==> src/rtl/arbitro_memoria_if.sv <==
// Bus bundle between two read requesters, the arbiter and a combinational
// operand memory. The arbiter side uses the slave modport; whoever drives
// the requests and models the memory uses the master modport.
interface arbitro_memoria_if #(
    parameter int DATA_W = 32,
    parameter int ADDR_W = 3
);
    logic              req0_i;
    logic [ADDR_W-1:0] addr0_i;
    logic              gnt0_o;
    logic              valid0_o;
    logic [DATA_W-1:0] dato0_o;

    logic              req1_i;
    logic [ADDR_W-1:0] addr1_i;
    logic              gnt1_o;
    logic              valid1_o;
    logic [DATA_W-1:0] dato1_o;

    logic [ADDR_W-1:0] mem_addr_o;
    logic [DATA_W-1:0] mem_dato_i;
    logic              busy_o;

    modport slave (
        input  req0_i, addr0_i, req1_i, addr1_i, mem_dato_i,
        output gnt0_o, valid0_o, dato0_o,
        output gnt1_o, valid1_o, dato1_o,
        output mem_addr_o, busy_o
    );

    modport master (
        output req0_i, addr0_i, req1_i, addr1_i, mem_dato_i,
        input  gnt0_o, valid0_o, dato0_o,
        input  gnt1_o, valid1_o, dato1_o,
        input  mem_addr_o, busy_o
    );
endinterface

==> src/rtl/arbitro_memoria.sv <==
// Two-requester round-robin read arbiter in front of a combinational memory.
// IDLE samples requests and grants one; LEER drives the latched address for a
// single cycle and captures the returned word into the winner's data register.
module arbitro_memoria #(
    parameter int DATA_W = 32,
    parameter int ADDR_W = 3
) (
    input  logic                clk_i,
    input  logic                rst_i,
    arbitro_memoria_if.slave    bus
);

    typedef enum logic {
        IDLE = 1'b0,
        LEER = 1'b1
    } state_t;

    state_t            state_q, state_d;
    logic [ADDR_W-1:0] addr_q, addr_d;
    logic              win_q, win_d;
    logic              last_q, last_d;
    logic              gnt0_q, gnt0_d;
    logic              gnt1_q, gnt1_d;
    logic              valid0_q, valid0_d;
    logic              valid1_q, valid1_d;
    logic [DATA_W-1:0] dato0_q, dato0_d;
    logic [DATA_W-1:0] dato1_q, dato1_d;
    logic              pick_w;

    // State and output registers; reset aborts any read in flight and makes
    // requester 0 the winner of the first tie (last_q points at requester 1).
    always_ff @(posedge clk_i or posedge rst_i) begin
        if (rst_i) begin
            state_q  <= IDLE;
            addr_q   <= '0;
            win_q    <= 1'b0;
            last_q   <= 1'b1;
            gnt0_q   <= 1'b0;
            gnt1_q   <= 1'b0;
            valid0_q <= 1'b0;
            valid1_q <= 1'b0;
            dato0_q  <= '0;
            dato1_q  <= '0;
        end else begin
            state_q  <= state_d;
            addr_q   <= addr_d;
            win_q    <= win_d;
            last_q   <= last_d;
            gnt0_q   <= gnt0_d;
            gnt1_q   <= gnt1_d;
            valid0_q <= valid0_d;
            valid1_q <= valid1_d;
            dato0_q  <= dato0_d;
            dato1_q  <= dato1_d;
        end
    end

    // Next-state logic: arbitrate in IDLE, capture memory data when leaving LEER.
    always_comb begin
        state_d  = state_q;
        addr_d   = addr_q;
        win_d    = win_q;
        last_d   = last_q;
        gnt0_d   = 1'b0;
        gnt1_d   = 1'b0;
        valid0_d = 1'b0;
        valid1_d = 1'b0;
        dato0_d  = dato0_q;
        dato1_d  = dato1_q;
        pick_w   = 1'b0;

        case (state_q)
            IDLE: begin
                if (bus.req0_i || bus.req1_i) begin
                    // On a tie the requester not served last wins.
                    if (bus.req0_i && bus.req1_i) begin
                        pick_w = ~last_q;
                    end else begin
                        pick_w = bus.req1_i;
                    end
                    addr_d  = pick_w ? bus.addr1_i : bus.addr0_i;
                    win_d   = pick_w;
                    last_d  = pick_w;
                    gnt0_d  = ~pick_w;
                    gnt1_d  = pick_w;
                    state_d = LEER;
                end
            end
            LEER: begin
                // Requests are not looked at here; a held request is seen
                // again in the following IDLE cycle.
                if (win_q) begin
                    dato1_d  = bus.mem_dato_i;
                    valid1_d = 1'b1;
                end else begin
                    dato0_d  = bus.mem_dato_i;
                    valid0_d = 1'b1;
                end
                state_d = IDLE;
            end
            default: begin
                state_d = IDLE;
            end
        endcase
    end

    assign bus.gnt0_o     = gnt0_q;
    assign bus.gnt1_o     = gnt1_q;
    assign bus.valid0_o   = valid0_q;
    assign bus.valid1_o   = valid1_q;
    assign bus.dato0_o    = dato0_q;
    assign bus.dato1_o    = dato1_q;
    assign bus.mem_addr_o = addr_q;
    assign bus.busy_o     = (state_q == LEER);

endmodule

==> src/flat_wrapper.sv <==
// flat-port wrapper written by rule: the top's interface ports become plain ports
module arbitro_memoria_flat 
#(
    parameter int DATA_W = 32,
    parameter int ADDR_W = 3
)
  (clk_i, rst_i, bus_req0_i, bus_addr0_i, bus_req1_i, bus_addr1_i, bus_mem_dato_i, bus_gnt0_o, bus_valid0_o, bus_dato0_o, bus_gnt1_o, bus_valid1_o, bus_dato1_o, bus_mem_addr_o, bus_busy_o);
  arbitro_memoria_if #(.DATA_W(DATA_W), .ADDR_W(ADDR_W)) bus_i ();
  input  logic clk_i;
  input  logic rst_i;
  input wire logic [$bits(bus_i.req0_i)-1:0] bus_req0_i;
  input wire logic [$bits(bus_i.addr0_i)-1:0] bus_addr0_i;
  input wire logic [$bits(bus_i.req1_i)-1:0] bus_req1_i;
  input wire logic [$bits(bus_i.addr1_i)-1:0] bus_addr1_i;
  input wire logic [$bits(bus_i.mem_dato_i)-1:0] bus_mem_dato_i;
  output wire logic [$bits(bus_i.gnt0_o)-1:0] bus_gnt0_o;
  output wire logic [$bits(bus_i.valid0_o)-1:0] bus_valid0_o;
  output wire logic [$bits(bus_i.dato0_o)-1:0] bus_dato0_o;
  output wire logic [$bits(bus_i.gnt1_o)-1:0] bus_gnt1_o;
  output wire logic [$bits(bus_i.valid1_o)-1:0] bus_valid1_o;
  output wire logic [$bits(bus_i.dato1_o)-1:0] bus_dato1_o;
  output wire logic [$bits(bus_i.mem_addr_o)-1:0] bus_mem_addr_o;
  output wire logic [$bits(bus_i.busy_o)-1:0] bus_busy_o;
  assign bus_i.req0_i = bus_req0_i;
  assign bus_i.addr0_i = bus_addr0_i;
  assign bus_i.req1_i = bus_req1_i;
  assign bus_i.addr1_i = bus_addr1_i;
  assign bus_i.mem_dato_i = bus_mem_dato_i;
  assign bus_gnt0_o = bus_i.gnt0_o;
  assign bus_valid0_o = bus_i.valid0_o;
  assign bus_dato0_o = bus_i.dato0_o;
  assign bus_gnt1_o = bus_i.gnt1_o;
  assign bus_valid1_o = bus_i.valid1_o;
  assign bus_dato1_o = bus_i.dato1_o;
  assign bus_mem_addr_o = bus_i.mem_addr_o;
  assign bus_busy_o = bus_i.busy_o;
  arbitro_memoria #(.DATA_W(DATA_W), .ADDR_W(ADDR_W)) u_core (.clk_i(clk_i), .rst_i(rst_i), .bus(bus_i));
endmodule
==> config.mk <==
export PLATFORM = sky130hd
export DESIGN_NAME = arbitro_memoria_flat
export DESIGN_NICKNAME = d
export VERILOG_FILES = /design/src/rtl/arbitro_memoria_if.sv /design/src/rtl/arbitro_memoria.sv /design/src/flat_wrapper.sv
export SDC_FILE = /design/constraint.sdc
export NUM_CORES = 1
export LEC_CHECK = 0
export CAP_MARGIN = 25
export CORE_UTILIZATION = 43
export DETAILED_ROUTE_END_ITERATION = 10
export GPL_TIMING_DRIVEN = 0
export PLACE_DENSITY = 0.83
export SLEW_MARGIN = 20
export SYNTH_ARGS = -nofsm -noshare
export SYNTH_HDL_FRONTEND = slang
export SYNTH_SLANG_ARGS = --single-unit
==> constraint.sdc <==
create_clock -name clk_i -period 2.6 [get_ports clk_i]
set_input_delay 0.39 -clock clk_i [delete_from_list [all_inputs] [get_ports clk_i]]
set_output_delay 0.39 -clock clk_i [all_outputs]
set_load 0.005 [all_outputs]
Yosys cells after proc, flatten, opt, wreduce, memory -nomap -nowiden. Cells that the tools add are included. W data, S select, Z words.

Multiply operators: 0. Muxes and demuxes: 14. Reductions and logical operators: 5. Div/mod/pow operators: 0. Equal/unequal tests: 0. Add/subtract/negate cells: 0. Bitwise operators: 4. Shift operators: 0. Order comparisons: 0.

Operators by type and width (number): $mux W1 (12); $reduce_and A2 Y1 (3); $not A1 Y1 (4); $mux W3 (1); $pmux W1 S2 (1); $logic_and A1 B1 Y1 (1); $logic_or A1 B1 Y1 (1).

Register bits: 74. Memories: 0. Input port bits: 42. Output and inout bits: 72. Logic and storage cells: 33. Memory bits (read-only): 0. Memory bits (writable): 0. Latch bits: 0.

Logic depth before layout (Yosys ltp).
Depth in word-level cells: 7. Gate-level depth with buffers: 4. Mapped depth without buffers: 3.

Worst setup path after synthesis. No wires, ideal clock.

Path kind: register -> register. Start: reg u_core.state_q, in the netlist u_core.bus.busy_o. End: reg u_core.dato0_q[10], in the netlist u_core.bus.dato0_o[10]. Cell stages (with the launch flop): 5. Arrival: 1.138 ns. Setup time: 0.125 ns. Setup slack: 1.337 ns. Data required time: 2.475 ns. Path buffers: 2. Period minus slack after synthesis: 1.263 ns. Path through: dfrtp_1 nand2b_1 buf_2 buf_6 mux2_4.

Word-level cells in the longest chain between the ends: 1.

RTL lines: from (decl) (line arbitro_memoria.sv:18) `state_t state_q, state_d;`; from (signal assigned) (line arbitro_memoria.sv:45) `state_q <= state_d;`; $reduce_and A2 Y1 (no line); to (signal assigned) (line arbitro_memoria.sv:53) `dato0_q <= dato0_d;`; to (decl) (line arbitro_memoria.sv:26) `logic [DATA_W-1:0] dato0_q, dato0_d;`.

Every way passes these cells. A chain may end at the register's enable or synchronous reset.

Worst setup path after layout.
Start: reg u_core.state_q, in the netlist u_core.bus.busy_o. End: out bus_busy_o.

RTL lines: to (decl) (line flat_wrapper.sv:23) `output wire logic [$bits(bus_i.busy_o)-1:0] bus_busy_o;`.

No word-level cell between the ends.

==> results.cfg <==
[detailed_routing]
drcViolationCount = 0
post_drt_wl_per_cell_um = 16.27
dr.pass1.iters = 2
vias = 1810
first_iter_violations = 26
wl_um = 6054
ant_nets = 0
viasPerCell = 4.866

[clock_network]
cts_hold_buf = 0
ctsResizeCount = 0
cts_tree = yes
cts_num_sinks = 74
ctsLongestPathBuffers = 2
insertion_delay_ns = 0.33
clk_pin_slew_worst_paths_ns = 0.07
post_cts_buffers = 0
htree_levels = 3
numCtsBuffers = 9
cts_root_buf = clkbuf_8

[timing]
timing.final.ws_setup_ns = 0.8946
finClkSkew_ns = 0.005381
worst_pin_slew_ns = 0.4568
fin_crit_ns = 1.705
slew_headroom = 0.6955
fmax_mhz = 586.4
final-setup-viol-count = 0
rsz0062_at_grt = false
post-route-period-util = 0.6559
finalSetupTns_ns = 0
whs_ns = 0.4277
hold_violations = 0
slew_viol_final = 0

[min_path]
hp-class = primary input to asynchronous set/reset pin

[worst_setup_path]
path_buf_inv = 1
reg2reg_to = u_core.bus.dato1_o[7]
cp_slowest_cell = clkdlybuf4s50_1
cp-start-kind = flop
end_kind = output pin
cp.arrival_ns = 1.32
cp_cell_sequence = clkdlybuf4s50_1
cp_top_family = buffers and inverters
crit_fanout = 6
path_class = flop to output pin
crit_required_ns = 2.21
r2r-start = u_core.bus.busy_o
critical-path-max-stage-delay_ns = 0.55
r2r_cells = 3
reg2reg_slack_ns = 1.21

[floorplan]
start_util = 0.4491
rows = 29
die_area_um2 = 7000
core_um2 = 6386
die-width_um = 83.67
io_pins = 114
die_h_um = 83.67

[global_routing]
grt_max_degree = 40
antenna_found_initial = 0
gr-max-usage-layer = met2
grt_pass1_vias = 1995
grt_use_met3 = 0.05045
grt_pass1_wl_um = 9998
track_usage = 0.1854
use_met1 = 0.2263
use_met2 = 0.3097
grt_overflow = 0

[synth]
synth_area_leaders = dfrtp_1, mux2_4, mux2_2
synth-seq-area-share = 0.6462
synthesis.area_um2 = 2868
synth_nets = 208
synth_top_area_frac = 0.6370
ys_warn_count = 0
synth_seq_cells = 74
syn_area_per_cell_um2 = 17.28
synthCells = 166
yosys.area.top_type = dfrtp_1
synth_cell_type_count = 17

[layout]
utilization = 0.6685
area_growth_pct = 48.87
antenna_cells = 0
final_nets = 333
final_cell_mix = clkdlybuf4s50_1, dfrtp_1, mux2_2
final_common_cell = clkdlybuf4s50_1
drive_above_1_share = 0.2983

[placed_design]
place_hpwl_um = 4357
pre_cts_ws_ns = 0.8774
port_buffers = 113
gp_congestion = 0.7403

[power_and_ir_drop]
pwr_density_cell_nw_per_um2 = 980.8
finalPower_w = 0.004187
power_leakage_nw = 1.914
peakVddDrop_uv = 649.3

[run]
max_cap_viol_count = 0

[status]
status = finished, final reports clean
-- where the power goes --
| group | internal, W | switching (W) |
|---|---|---|
| logic | 0.00120 | 0.000449 |
| registers | 0.00158 | 0.000235 |
| clock network | 0.000335 | 0.000390 |
| total | 0.00311 | 0.00107 |
-- area by class of cell --
type                       instances  area [um2]
fill                             471        2117
sequential                        74        1853
timing repair buffer             114        1151
multi-input combinational         80       942.2
clock buffer                      11       131.4
tap                               77       96.34
buffer                             7       53.80
inverter                           5       21.27
clock inverter                     4       20.02
-- per-stage QoR --
stage                     instance area (um2)  std cells
final                                    4269        372
after global routing                     4269        372
after CTS                                4269        372
after detailed placement                 4118        357
after global placement                   4095        356
after floorplan                          2868        166
-- Yosys cell counts --
master    number
o21ai_0        1
a21o_1         1
and2_1         3
inv_1          5
buf_6          3
mux2_4        29
nand2b_1       1
mux2_2        35
dfstp_2        1
dfrtp_1       73
a21boi_1       2
buf_2          4
nor2b_1        2
o21bai_1       1
nand2_1        1
a221o_1        3
nand2_2        1
-- registers in the layout, indices dropped and copies added, names as in the netlist --
signal,cells
u_core.bus.busy_o,1
u_core.bus.dato0_o,32
u_core.bus.dato1_o,32
u_core.bus.gnt0_o,1
u_core.bus.gnt1_o,1
u_core.bus.mem_addr_o,3
u_core.bus.valid0_o,1
u_core.bus.valid1_o,1
u_core.last_q,1
u_core.win_q,1
-- kinds of logic (layout without fill, tap and decap cells) --
family	Yosys count	after routing	synth area share
DFF	74	74	0.6462
buffers and inverters	12	141	0.02531
and+or+nand+nor	8	8	0.01658
AOI/OAI and AO/OA	8	8	0.02269
muxes	64	64	0.2893
-- worst reg2reg max path: cells and delay by family, from the launching register on --
kind                   cells  cell delay (ns)
buffers and inverters      1             0.29
flip-flops                 1             0.44
multiplexers               1             0.38
AND/OR/NAND/NOR            1             0.16
-- worst max-delay path by stage --
stage                                     to  cells past startpoint         startpoint
CTS                               bus_busy_o                      1  u_core.bus.busy_o
global placement      u_core.bus.dato0_o[20]                      2              rst_i
global route                      bus_busy_o                      1  u_core.bus.busy_o
finish                            bus_busy_o                      1  u_core.bus.busy_o
detailed placement  u_core.bus.mem_addr_o[1]                      4         bus_req1_i
floorplan                  u_core.bus.busy_o                      1              rst_i
-- per-layer routing --
| metal | wire length [um] | vias to the layer above |
|---|---|---|
| met2 | 3017 | 68 |
| met1 | 2549 | 904 |
| met5 | 0 | - |
| met3 | 375 | 12 |
| li1 | - | 826 |
| met4 | 112 | 0 |
Note: power is estimated with default switching activity, not from simulation.
